===== config.mk =====
export PLATFORM = sky130hd
export DESIGN_NAME = rle_word_decoder
export DESIGN_NICKNAME = d
export VERILOG_FILES = /design/src/rtl/rle_word_decoder.sv
export SDC_FILE = /design/constraint.sdc
export NUM_CORES = 1
export LEC_CHECK = 0
export CORE_AREA = 8 8 469 471
export CTS_BUF_LIST = sky130_fd_sc_hd__clkbuf_8
export DETAILED_ROUTE_END_ITERATION = 16
export DIE_AREA = 0 0 477 479
export GPL_TIMING_DRIVEN = 0
export MAX_ROUTING_LAYER = met4
export PLACE_DENSITY_LB_ADDON = 0.3
export SYNTH_ARGS = -nofsm -noshare
export SYNTH_HDL_FRONTEND = slang
export SYNTH_SLANG_ARGS = --single-unit

===== constraint.sdc =====
create_clock -name clk -period 3.7 [get_ports clk]
set_input_delay 0.555 -clock clk [delete_from_list [all_inputs] [get_ports clk]]
set_output_delay 0.555 -clock clk [all_outputs]
set_load 0.02 [all_outputs]

===== src/rtl/rle_word_decoder.sv =====
// Word-level RLE decoder: a header beat carries a repeat count, the next beat is the
// payload, which is replayed that many times on the send stream with full backpressure.
module rle_word_decoder #(
    parameter int DATA_BITS = 512,
    parameter int ID_BITS   = 6,
    parameter int CNT_BITS  = 32
) (
    input  logic                   clk,
    input  logic                   rst,
    input  logic [DATA_BITS-1:0]   axis_host_recv_tdata,
    input  logic [DATA_BITS/8-1:0] axis_host_recv_tkeep,
    input  logic [ID_BITS-1:0]     axis_host_recv_tid,
    input  logic                   axis_host_recv_tlast,
    input  logic                   axis_host_recv_tvalid,
    output logic                   axis_host_recv_tready,
    output logic [DATA_BITS-1:0]   axis_host_send_tdata,
    output logic [DATA_BITS/8-1:0] axis_host_send_tkeep,
    output logic [ID_BITS-1:0]     axis_host_send_tid,
    output logic                   axis_host_send_tlast,
    output logic                   axis_host_send_tvalid,
    input  logic                   axis_host_send_tready,
    output logic                   busy,
    output logic [31:0]            tokens_done
);

    typedef enum logic [1:0] {S_HDR, S_PAY, S_EMIT} state_t;

    state_t              state, state_nxt;
    logic [CNT_BITS-1:0] cnt_q, rem_q;
    logic [ID_BITS-1:0]  tid_q;
    logic                last_flag, rdy_q;
    logic                recv_fire, send_fire, last_beat, token_end;

    assign recv_fire = axis_host_recv_tvalid && rdy_q;
    assign send_fire = axis_host_send_tvalid && axis_host_send_tready;
    assign last_beat = (rem_q == CNT_BITS'(1));

    assign axis_host_recv_tready = rdy_q;
    assign axis_host_send_tlast  = last_flag && last_beat;
    assign busy                  = (state != S_HDR);

    always_comb begin
        state_nxt = state;
        token_end = 1'b0;
        case (state)
            S_HDR:  if (recv_fire) state_nxt = S_PAY;
            S_PAY: begin
                if (recv_fire) begin
                    if (cnt_q == '0) begin
                        state_nxt = S_HDR;
                        token_end = 1'b1;
                    end else begin
                        state_nxt = S_EMIT;
                    end
                end
            end
            S_EMIT: begin
                if (send_fire && last_beat) begin
                    state_nxt = S_HDR;
                    token_end = 1'b1;
                end
            end
            default: state_nxt = S_HDR;
        endcase
    end

    always_ff @(posedge clk) begin
        if (rst) begin
            state                 <= S_HDR;
            rdy_q                 <= 1'b0;
            cnt_q                 <= '0;
            rem_q                 <= '0;
            tid_q                 <= '0;
            last_flag             <= 1'b0;
            axis_host_send_tvalid <= 1'b0;
            axis_host_send_tdata  <= '0;
            axis_host_send_tkeep  <= '0;
            axis_host_send_tid    <= '0;
            tokens_done           <= '0;
        end else begin
            state <= state_nxt;
            // ready is a pure function of the registered state, never of tvalid/tready
            rdy_q <= (state_nxt != S_EMIT);
            if (token_end)
                tokens_done <= tokens_done + 32'd1;
            case (state)
                S_HDR: begin
                    if (recv_fire) begin
                        cnt_q <= axis_host_recv_tdata[CNT_BITS-1:0];
                        tid_q <= axis_host_recv_tid;
                    end
                end
                S_PAY: begin
                    if (recv_fire && cnt_q != '0) begin
                        axis_host_send_tdata  <= axis_host_recv_tdata;
                        axis_host_send_tkeep  <= axis_host_recv_tkeep;
                        axis_host_send_tid    <= tid_q;
                        last_flag             <= axis_host_recv_tlast;
                        axis_host_send_tvalid <= 1'b1;
                        rem_q                 <= cnt_q;
                    end
                end
                S_EMIT: begin
                    if (send_fire) begin
                        rem_q <= rem_q - CNT_BITS'(1);
                        if (last_beat)
                            axis_host_send_tvalid <= 1'b0;
                    end
                end
                default: ;
            endcase
        end
    end

endmodule


==> metrics.csv, run 1 <==
metric,value,unit
Synth async-reset ratio,0,
Slew HR,0.1585,
Synth top cells by count,"1274 x nand2_1, 689 x dfxtp_1, 672 x a21oi_1",
CTS sink cnt,689,
I/O pin total,1205,
GR Layer Usage met1,0.1951,
DRC Markers,0,
"top cells by area, synth","dfxtp_1 54%, nand2_1 19%, a21oi_1 13%",
Final Core Density,0.2080,
"count leader, synth",nand2_1,
CTS Buf Count,141,
Routed wire per std cell,27.38,um
post-route cell area,0.04428,mm2
GRT overflow,0,
Yosys Warn Count,0,
Simple-Gate Fraction of Synth Area,0.2350,
Hold Path Stages,3,
vias post-DR,29390,
Mapped Cells,3282,
post-synthesis mux area share,0.01476,
CP Launch Type,flop,
sequential-to-total area share from yosys stat,0.5387,
"EDFF count, synth",0,
RSZ-0062 raised after global routing,yes,
FF-to-FF path depth,7,
number of iterations in the first detailed-routing pass,6,
synthesized area,0.02560,mm2
Max Fclk,285.7,MHz
core area,0.2129,mm2
Period minus WS final,3.500,ns
"Cell Count, Final, Fillers Out",7625,
Yosys top cell by area,dfxtp_1,
Die W,477,um
post-synthesis adder-cell area fraction,0.003421,
initial core utilization,0.1203,
CP peak stage delay,0.68,ns
layout cells sized above 1,0.05766,
busiest grt layer,met2,
TritonCTS clock tree,done,
Worst Path Max Fanout,9,
Global Route met3 Usage,0.08512,
LEAKAGE,14.31,nW
Crit-path slowest cell,nor4_1,
reg2reg start,cnt_q[16],
Total Routing Usage GR,0.1783,
status,finished clean,
setup TNS,0,ns
input/output buffers,1204,
vias in the first global route,29180,
Critical Path RT,3.14,ns
crit path DAT,2.95,ns
Placed Area,0.04124,mm2
WL final,208800,um
critical path type,reg2out,
measured slew at the worst slew-check pin,1.262,ns
CTS clock-pin slew for the worst setup and hold paths,0.06,ns
max-cap check violation count,0,
CP endpoint,axis_host_send_tlast,
"CP delay by family, top",simple AND/OR/NAND/NOR gates,
NumNets Final,5224,
met2 GRT Util,0.2894,
XOR/XNOR share of the synthesized area,0,
reg2reg end,axis_host_send_tdata[37],
Initial DRC Count,1988,
Tcrit/Tclk final,0.9461,
placed cell count,7326,
Power Dens Cells,414.8,mW/mm2
r2r setup slk,0.28,ns
Die Y,479,um
CTS hold repair buffers,0,
compound-gate portion of the synthesized area,0.1656,
Worst path depth,5,
clk_lat worst skew,0.91,ns
Tot Pwr,18.37,mW
"Distinct cells, synth",57,
Post-DRT Antenna Nets,0,
CP cell instances,buf_6 -> nor4_1 -> nand4b_1 -> nor4_4 -> buf_4,
Synth top area share,0.5387,
mean post-synth cell area,7.801,um2
Max H-tree Level,4,
DR vias/cell,3.854,
initial antenna violation count,111,
Worst Skew,0.05023,ns
post-placement worst setup slack,-1.236,ns
worst vdd ir,0.3663,mV
main combinational cell family by area after synthesis,simple AND/OR/NAND/NOR gates,
P&R area growth vs syn,72.94,%
Final Max Tran Viols,0,
root buffer cell,clkbuf_8,
ys flop type,dfxtp_1,
CP Buf/Inv Count,2,
Setup WS post-layout,0.1996,ns
Final GP Congestion,0.9201,
Final setup viols,0,
Syn Nets,3876,
post-synthesis register bit count,689,
class of the worst hold path,in2reg,
die area,0.2285,mm2
largest net degree at the start of global routing,17,
first-pass GRT wire length,271000,um
worst hold margin,0.2025,ns
site row count,170,
final hold vios,0,
Worst Setup SP,rem_q[4],
element type at the critical path end,primary output,
DP Wirelength,177000,um
Max clock buf depth,3,
[cells in the final DEF (no fill, tap or decap), types with 4 or more instances in the layout]
cell and n:
mux2_2 17, or3_1 4, or4_1 6, a21oi_1 671
clkbuf_1 218, and4_1 7, mux2_1 13, nand3_1 30
and3_1 8, o22ai_1 5, clkinv_2 18, clkinvlp_4 6
nand2_1 1274, nor4_1 21, a211oi_1 11, a41oi_1 7
nand4_1 17, a22oi_1 10, inv_1 67, clkbuf_2 15
o21ai_0 7, clkbuf_8 174, buf_1 10, nor2_1 53
clkdlybuf4s50_1 1203, nand2b_1 4, nor3_1 20, mux2i_1 4
a31oi_1 10, o32ai_1 21, a221oi_1 4, nor2b_1 31
and2_1 5, ha_1 7, clkdlybuf4s15_1 4, buf_2 4
diode_2 52, dfxtp_1 689
[timing repair]
| item | 4_1_cts | 5_1_grt |
|---|---|---|
| pin swaps | 1 | 0 |
| setup endpoints to repair | 448 | 55 |
| setup buffers | 0 | 0 |
| resized for setup | 18 | 24 |
[worst min path at each step]
stage                               from                         to  slack (ns)
2_1_floorplan                   tid_q[0]      axis_host_send_tid[0]        0.43
3_3_place_gp   axis_host_send_tdata[441]  axis_host_send_tdata[441]        0.44
3_5_place_dp   axis_host_send_tdata[444]  axis_host_send_tdata[444]        0.45
4_1_cts        axis_host_recv_tdata[117]  axis_host_send_tdata[117]        0.01
5_1_grt        axis_host_recv_tdata[117]  axis_host_send_tdata[117]        0.09
6_report       axis_host_recv_tdata[117]  axis_host_send_tdata[117]        0.20
[power by group]
group / internal (mW) / total [mW] / switching, mW
sequential: 7.60 / 7.75 / 0.144
combinational: 1.02 / 2.29 / 1.27
clock: 4.45 / 8.33 / 3.87
[worst reg2reg max path, cell delays in order (launching register included)]
cell and delay (ns):
dfxtp_1 0.33, nor4_1 0.46, and4_1 0.40, a21o_2 0.43
clkdlybuf4s15_1 0.98, clkbuf_1 0.48, nand2_1 0.10, a21oi_1 0.16
[per-layer routing]
metal	up-vias	share of wire
li1	13670	-
met1	14060	0.39
met2	1390	0.47
met3	275	0.12
met4	0	0.028
met5	-	0
[registers in the layout, summed over array words and instances (netlist names)]
signal                 count
axis_host_send_tdata     512
cnt_q                     32
state                      2
axis_host_send_tvalid      1
last_flag                  1
tid_q                      6
rem_q                     32
axis_host_send_tkeep      64
tokens_done               32
axis_host_recv_tready      1
axis_host_send_tid         6
[kinds of logic after synthesis]
logic type	after synthesis
adders and majority gates	7
DFF	689
buffers and inverters	283
muxes	34
AOI/OAI and AO/OA	776
and+or+nand+nor	1493
[area by class of cell]
type	instances	area, um2
tap	2838	3551
buffer	254	1027
clock buffer	174	2395
multi-input combinational	2310	10760
sequential	689	13790
antenna	52	130.1
timing repair buffer	1207	12080
fill	23870	168600
inverter	27	101.3
clock inverter	74	449.2
No activity file was read; power rests on OpenSTA's default activity.
==> inputs of run 2 (changes only) <==
ABC_AREA = 1   (was not set)
CORE_AREA = 8 8 462 464   (was 8 8 469 471)
DIE_AREA = 0 0 470 472   (was 0 0 477 479)
GPL_ROUTABILITY_DRIVEN = 0   (was not set)
PLACE_DENSITY = 0.45   (was not set)
PLACE_DENSITY_LB_ADDON = not set   (was 0.3)
==> run 2 against run 1 <==
Compared with the run above: global-route usage up 0.070 points; flip-flop and latch count unchanged; combinational power up 120%; critical path depth unchanged; largest power group is now sequential cells.
==> metrics.csv, run 2 <==
metric,value,unit
Die W,470,um
mean post-synth cell area,7.488,um2
largest registers,"axis_host_send_tdata (512), axis_host_send_tkeep (64)",
die area,0.2218,mm2
worst vdd ir,0.2657,mV
"Most flops, register",axis_host_send_tdata,
Max H-tree Level,4,
status,finished clean,
Synth async-reset ratio,0,
NetSw,7.323,mW
I/O pin total,1205,
crit path DAT,2.81,ns
Syn Nets,4206,
Final setup viols,0,
Combinational Power Share,0.236,
Total Routing Usage GR,0.1790,
TritonCTS clock tree,done,
Tot Pwr,21.77,mW
Final Max Tran Viols,0,
largest net degree at the start of global routing,20,
"Cell Count, Final, Fillers Out",7807,
Mapped Cells,3612,
Power Dens Cells,478.3,mW/mm2
post-synthesis register bit count,689,
Slew HR,0.1475,
root buffer cell,clkbuf_8,
Die Y,472,um
layout cells sized above 1,0.06971,
DRC Markers,0,
"commonest non-fill, non-tap cell in the layout",clkdlybuf4s50_1,
first-pass GRT wire length,270600,um
internal power,14.45,mW
DR vias/cell,4.108,
critical path type,reg2out,
clk_lat worst skew,0.86,ns
Period minus WS final,3.360,ns
WL final,204500,um
Worst Path Max Fanout,19,
Placed Area,0.04254,mm2
element type at the critical path end,primary output,
CTS sink cnt,689,
vias in the first global route,30780,
Flop pwr share,0.382,
Synth top cells by count,"723 x nor2_1, 689 x dfxtp_1, 681 x a21oi_1",
Yosys Warn Count,0,
Max clock buf depth,3,
placed cell count,7522,
Routed wire per std cell,26.19,um
GRT overflow,0,
Tcrit/Tclk final,0.9082,
CTS hold repair buffers,0,
"most used cell, CP",inv_1,
Yosys top cell by area,dfxtp_1,
DP Wirelength,172100,um
sequential-to-total area share from yosys stat,0.5100,
Net Sw Frac,0.3363,
"count leader, synth",nor2_1,
Synth top area share,0.5100,
post-route cell area,0.04552,mm2
class of the worst hold path,in2reg,
final hold vios,0,
"leading cell types in the layout, fill and taps excluded","1203 x clkdlybuf4s50_1, 723 x nor2_1, 689 x dfxtp_1",
Critical Path RT,3.14,ns
Clk pwr share,0.382,
Post-DRT Antenna Nets,0,
CTS clock-pin slew for the worst setup and hold paths,0.06,ns
CP Launch Type,flop,
CP cell instances,inv_1 -> ha_1 -> clkbuf_2 -> inv_1 -> clkdlybuf4s50_1,
Max Fclk,297.6,MHz
RSZ-0062 raised after global routing,no,
"Distinct cells, synth",29,
"top cells by area, synth","dfxtp_1 51%, a21oi_1 13%, o21ai_0 11%",
initial core utilization,0.1313,
LEAKAGE,15.91,nW
Crit-path slowest cell,clkdlybuf4s50_1,
max-cap check violation count,0,
number of iterations in the first detailed-routing pass,7,
initial antenna violation count,95,
number of post-CTS setup repair buffers,0,
core area,0.2060,mm2
max reg flops,512,
input/output buffers,1204,
synthesized area,0.02705,mm2
"EDFF count, synth",0,
ys flop type,dfxtp_1,
Worst Skew,0.06678,ns
measured slew at the worst slew-check pin,1.279,ns
P&R area growth vs syn,68.32,%
vias post-DR,32070,
CTS Buf Count,138,
CP peak stage delay,0.65,ns
site row count,167,
setup TNS,0,ns
Initial DRC Count,2949,
NumNets Final,5551,
-- run 2: path summary, 6_finish.rpt --
check,from,end,slack [ns],depth (start not counted)
worst min-delay path,axis_host_recv_tdata[18],cnt_q[18],0.31,3
worst min register to register,tid_q[2],tid_q[2],0.46,2
worst max-delay path,state[0],busy,0.34,5
worst max register to register,cnt_q[31],axis_host_send_tdata[69],0.38,9
-- run 2: power groups by stage --
| stage | registers [mW] | clock network (mW) | logic (mW) |
|---|---|---|---|
| 2_1_floorplan | 8.90 | 0 | 1.79 |
| 3_3_place_gp | 8.45 | 0 | 5.12 |
| 3_5_place_dp | 8.45 | 0 | 5.13 |
| 4_1_cts | 8.31 | 8.64 | 5.15 |
| 5_1_grt | 8.36 | 8.93 | 5.53 |
| 6_report | 8.32 | 8.31 | 5.14 |
-- run 2: kinds of logic (layout without fill, tap and decap cells) --
kind of cell,after synthesis,count (layout),synth area share
AO/OA/AOI/OAI,1314,1314,0.2444
AND/OR/NAND/NOR,1202,1202,0.1758
flip-flops,689,689,0.5100
buffers and inverters,378,1830,0.05949
XOR/XNOR,22,22,0.007124
adder cells (fa/ha/maj),7,7,0.003238
other,0,39,0
-- run 2: final cells by class --
class,instances,area (um2)
buffer,301,1323
fill,23010,160500
antenna,39,97.59
multi-input combinational,2545,11650
tap,2704,3383
inverter,76,285.3
clock inverter,80,584.3
timing repair buffer,1206,12110
sequential,689,13790
clock buffer,167,2298
-- run 2: metrics by stage --
| step | utilization | setup WS, ns | hold slack (ns) |
|---|---|---|---|
| 2_1_floorplan | - | 1.841 | 0.4309 |
| 5_1_grt | 0.2209 | 0.04588 | 0.2061 |
| 6_report | 0.2210 | 0.3396 | 0.3121 |
| 3_3_place_gp | 0.2062 | -1.522 | 0.4516 |
| 3_5_place_dp | 0.2065 | -0.2360 | 0.4521 |
| 4_1_cts | 0.2205 | 0.04966 | 0.1515 |
-- run 2: layer usage --
layer	global-route usage	wire (um)	vias to the layer above
li1	-	-	14890
met1	0.2192	87560	15260
met2	0.2769	90280	1652
met3	0.07722	22520	264
met4	0.03232	4119	0
met5	-	0	-
-- run 2: repair_timing --
action                     CTS  global route
resized for setup            1             1
pin swaps                    0             0
setup endpoints to repair    1             1
-- run 2: worst max-delay path, delay by kind of cell, from the launching register on --
family	cells	cell delay [ns]
fa+ha+maj	1	0.24
buf+inv	4	1.31
flops	1	0.43
==> inputs of run 3 (changes only) <==
CORE_AREA = 2 2 470 472   (was 8 8 462 464)
DIE_AREA = 0 0 472 474   (was 0 0 470 472)
HOLD_SLACK_MARGIN = 0.06   (was not set)
PLACE_DENSITY = 0.44   (was 0.45)
==> run 3 against run 2 <==
Compared with the run above: design area grew 1.2%; clock skew fell by 0.0090 ns; utilization down 1.0 points; worst setup slack worse by 0.089 ns; critical endpoint is now axis_host_send_tdata[45].
==> metrics.csv, run 3 (synthesized netlist as in run 2, its figures left out) <==
metric,value,unit
crit path DAT,4.21,ns
DRC Markers,0,
Routed wire per std cell,25.83,um
first-pass GRT wire length,269000,um
CTS clock-pin slew for the worst setup and hold paths,0.06,ns
post-placement worst setup slack,-1.047,ns
input/output buffers,1204,
Power Dens Cells,494.9,mW/mm2
number of iterations in the first detailed-routing pass,5,
Initial DRC Count,2749,
I/O pin total,1205,
initial antenna violation count,100,
site row count,172,
Post-DRT Antenna Nets,0,
layout cells sized above 1,0.07369,
"commonest non-fill, non-tap cell in the layout",clkdlybuf4s50_1,
initial core utilization,0.1237,
Worst Skew,0.05778,ns
RSZ-0062 raised after global routing,no,
Placed Area,0.04272,mm2
Die W,472,um
GRT overflow,0,
Hold Path Stages,3,
Max H-tree Level,4,
Period minus WS final,3.450,ns
status,finished clean,
class of the worst hold path,in2reg,
Slew HR,0.07260,
"Most flops, register",axis_host_send_tdata,
vias in the first global route,30520,
reg2reg start,cnt_q[31],
Worst Setup SP,rst,
post-route cell area,0.04607,mm2
Die Y,474,um
"leading cell types in the layout, fill and taps excluded","1203 x clkdlybuf4s50_1, 723 x nor2_1, 689 x dfxtp_1",
Worst Path Max Fanout,10,
min-delay src,axis_host_recv_tid[5],
root buffer cell,clkbuf_8,
DR vias/cell,4.011,
max-cap check violation count,0,
CTS Buf Count,144,
Setup WS post-layout,0.2502,ns
WL final,206300,um
Max clock buf depth,3,
Final setup viols,0,
CP Launch Type,input pin,
Total Routing Usage GR,0.1808,
NumNets Final,5558,
LEAKAGE,16.03,nW
Tot Pwr,22.80,mW
DP Wirelength,172400,um
element type at the critical path end,flop,
die area,0.2237,mm2
measured slew at the worst slew-check pin,1.391,ns
vias post-DR,32030,
Tcrit/Tclk final,0.9324,
clk_lat worst skew,0.88,ns
Final Max Tran Viols,0,
core area,0.2187,mm2
FF-to-FF path depth,10,
Max Fclk,289.9,MHz
max reg flops,512,
critical path type,in2reg,
Final Core Density,0.2107,
CTS sink cnt,689,
worst hold margin,0.2854,ns
TritonCTS clock tree,done,
final hold vios,0,
largest registers,"axis_host_send_tdata (512), axis_host_send_tkeep (64)",
worst vdd ir,0.3659,mV
Critical Path RT,4.46,ns
largest net degree at the start of global routing,20,
P&R area growth vs syn,70.32,%
[run 3: changes by cell type in the layout (fill, tap and decap cells not counted), moves of 2 or more]
cell        previous run  this run
o21ai_1                5         7
clkbuf_8             167       182
bufinv_16              4        11
inv_8                  2         5
clkinv_4               2         0
buf_4                  0         2
clkinvlp_4             2         4
o21ai_0              618       616
inv_1                120       110
clkinv_8               5         3
[run 3: repair_timing]
action,4_1_cts,5_1_grt
setup buffers,2,0
hold buffers,0,0
resized for setup,4,0
setup endpoints to repair,21,0
[run 3: worst paths after layout]
check | end | slack, ns
setup / recovery | axis_host_send_tdata[45] | 0.25
hold / removal | tid_q[5] | 0.29
setup reg to reg | axis_host_send_tdata[78] | 0.34
hold reg to reg | tid_q[1] | 0.46
[run 3: through the flow]
step                      setup TNS [ns]  std cells
after floorplan                        0       3612
after global placement           -475.22       7687
after detailed placement          -66.16       7688
after CTS                              0       7946
after global routing                   0       7976
final                                  0       7986
[run 3: cell type report]
type                       instances  area (um2)
antenna                           40       100.1
buffer                           301        1323
clock buffer                     182        2505
clock inverter                    75       725.7
fill                           24440      172600
inverter                          76       285.3
multi-input combinational       2545       11650
sequential                       689       13790
tap                             2871        3592
timing repair buffer            1207       12090
[run 3: critical path: stages]
cell             delay, ns
clkdlybuf4s50_1       0.47
inv_1                 0.10
clkbuf_2              0.48
clkbuf_1              1.07
clkbuf_1              0.77
o21ai_0               0.55
nor2_1                0.18
[run 3: metal layers]
layer	vias to the layer above	global-route usage	wire length, um
met4	0	0.04860	5566
met2	1545	0.2706	89930
met1	15260	0.2209	88900
met3	279	0.07700	21920
met5	-	-	0
li1	14950	-	-
[run 3: report_power, final]
group / switching [mW] / internal [mW] / leakage (nW)
combinational: 3.09 / 2.06 / 8.66
clock: 4.07 / 5.25 / 1.78
sequential: 0.377 / 7.94 / 5.59
==> RTL change: new RTL, flow settings as in run 3 <==
`DATA_BITS`: 512 -> 256.
--- a/src/rtl/rle_word_decoder.sv
+++ b/src/rtl/rle_word_decoder.sv
@@ -2,5 +2,5 @@
 // payload, which is replayed that many times on the send stream with full backpressure.
 module rle_word_decoder #(
-    parameter int DATA_BITS = 512,
+    parameter int DATA_BITS = 256,
     parameter int ID_BITS   = 6,
     parameter int CNT_BITS  = 32
Interface: changed (resized axis_host_recv_tdata, axis_host_recv_tkeep, axis_host_send_tdata and axis_host_send_tkeep); port bits go from 1205 to 629. The function was not compared with the original's and may differ.
==> RTL change against run 3 <==
Sequential power decreased by 42%. Routed wire length shrank 48%. Total power decreased by 43%. Synthesized cell count is 35% lower. Sequential cell count shrank 288. Register-to-register slack gained 230 ps. Fmax is 3.5% higher. Design area is 38% lower. Clock power is 45% lower. Synthesized area decreased by 38%. Die area is the same. Worst setup slack improved by 120 ps. Largest power group unchanged. Highest routed layer unchanged.
==> RTL change: results (changes against run 3) <==
Status
  – Status: complete, no violations (unchanged)

Layout
  – Max FFs per register: 256 (was 512)
  – Fillers: 25,210 (was 24,440)
  – Proportion of layout cells with a drive suffix above 1: 0.06892 (was 0.07369)
  – Fin nets: 3,349 (was 5,558)

Critical path
  – Critical Path AT: 2780 ps (was 4210 ps)

Clock tree
  – Clk_lat worst skew: 820 ps (was 880 ps)
  – Setup bufs post-CTS: 0 (was 2)
  – H-tree depth: 3 (was 4)
  – CTS buffer count: 84 (was 144)

Placement
  – Cells after DPL: 5,829 (was 7,688)
  – Area of placed instances: 0.02674 sq mm (was 0.04272 sq mm)
  – Setup Slack @ Placement: -430.6 ps (was -1047 ps)
  – Post-DP HPWL: 87.04 mm (was 172.4 mm)
  – Port bufs: 627 (was 1,204)

Pwr
  – Leak: 9.549 nW (was 16.03 nW)
  – Worst VDD drop: 228.7 uV (was 365.9 uV)

Yosys
  – Syn Nets: 2,636 (was 4,206)
  – Mapped Cells: 2,330 (was 3,612)
  – Main area contributors after synthesis: dfxtp_1 48%, a21oi_1 12%, nor2_1 9.6%, o21ai_0 8.6%, nand2_1 7.1% (was dfxtp_1 51%, a21oi_1 13%, o21ai_0 11%, nor2_1 10%, nand2_1 4.6%)
  – Count of cell types in the netlist: 33 (was 29)
  – Top cells by count, synth: 430 x nor2_1, 401 x dfxtp_1, 391 x a21oi_1 (was 723 x nor2_1, 689 x dfxtp_1, 681 x a21oi_1)
  – Sequential area share after synthesis: 0.4760 (was 0.5100)

Drt
  – First-pass DRT Iterations: 5 (unchanged)
  – Routed WL per cell: 17.92 um (was 25.83 um)
  – Initial DRC Count: 1,149 (was 2,749)
  – Final Routed Wirelength: 107.2 mm (was 206.3 mm)
  – Remaining DRCs: 0 (unchanged)
  – Drt via density: 3.155 (was 4.011)

Global route
  – First-pass GRT wire length: 144.5 mm (was 269.0 mm)
  – Number of global-route vias before repair: 18,020 (was 30,520)
  – Initial antenna violation count: 14 (was 100)

Timing
  – Slew margin rel.: 0.1677 (was 0.07260)
  – Clock Skew: 54.80 ps (was 57.78 ps)
-- RTL change: cell type report --
cell class	instances	area, sq um	share of cell area
plain buffers	172	817.0	0.02861
well taps	2871	3592	0.1258
clock buffers	107	1473	0.05157
repair buffers	628	6286	0.2201
clock inverters	41	314.1	0.01100
diodes	9	22.52	0.0007886
inverters	82	311.5	0.01091
multi-input cells	1674	7715	0.2701
flip-flops and latches	401	8028	0.2811
-- RTL change: per-layer routing --
metal / up-vias / part of all wire / GRT usage
li1: 9240 / - / -
met1: 8872 / 0.41 / 0.1074
met2: 622 / 0.47 / 0.1528
met3: 147 / 0.093 / 0.03553
met4: 0 / 0.033 / 0.03430
met5: - / 0 / -
-- RTL change: path summary, 6_finish.rpt --
| path | start | end | slack [ps] | cells past startpoint |
|---|---|---|---|---|
| max | state[0] | busy | 370 | 5 |
| min | axis_host_recv_tdata[236] | axis_host_send_tdata[236] | 330 | 3 |
| max reg2reg | state[0] | axis_host_send_tdata[240] | 570 | 7 |
| min reg2reg | tid_q[2] | tid_q[2] | 470 | 2 |
-- RTL change: report_power, final --
group	switching (W)	internal (W)
Clock	0.00238	0.00278
Combinational	0.00185	0.00120
Sequential	0.000203	0.00462
Total	0.00443	0.00860
-- RTL change: worst max-delay path: stages, from the launching register on --
cell and delay (ps):
dfxtp_1 360, inv_1 100, ha_1 380, clkbuf_4 330, clkinvlp_4 220, clkdlybuf4s50_1 580
-- RTL change: cells by family (layout without fill, tap and decap cells) --
group	after synthesis	count (layout)	share of synthesized area
buf+inv	255	1030	0.06655
fa+ha+maj	7	7	0.005193
flops	401	401	0.4760
other cells	0	9	0
xor+xnor	23	23	0.01194
compound gates	743	743	0.2225
simple gates	901	901	0.2178
-- RTL change: timing repair --
item	in CTS	in global routing
pin swaps	0	0
resized for setup	3	1
endpoints found under the setup margin	1	2
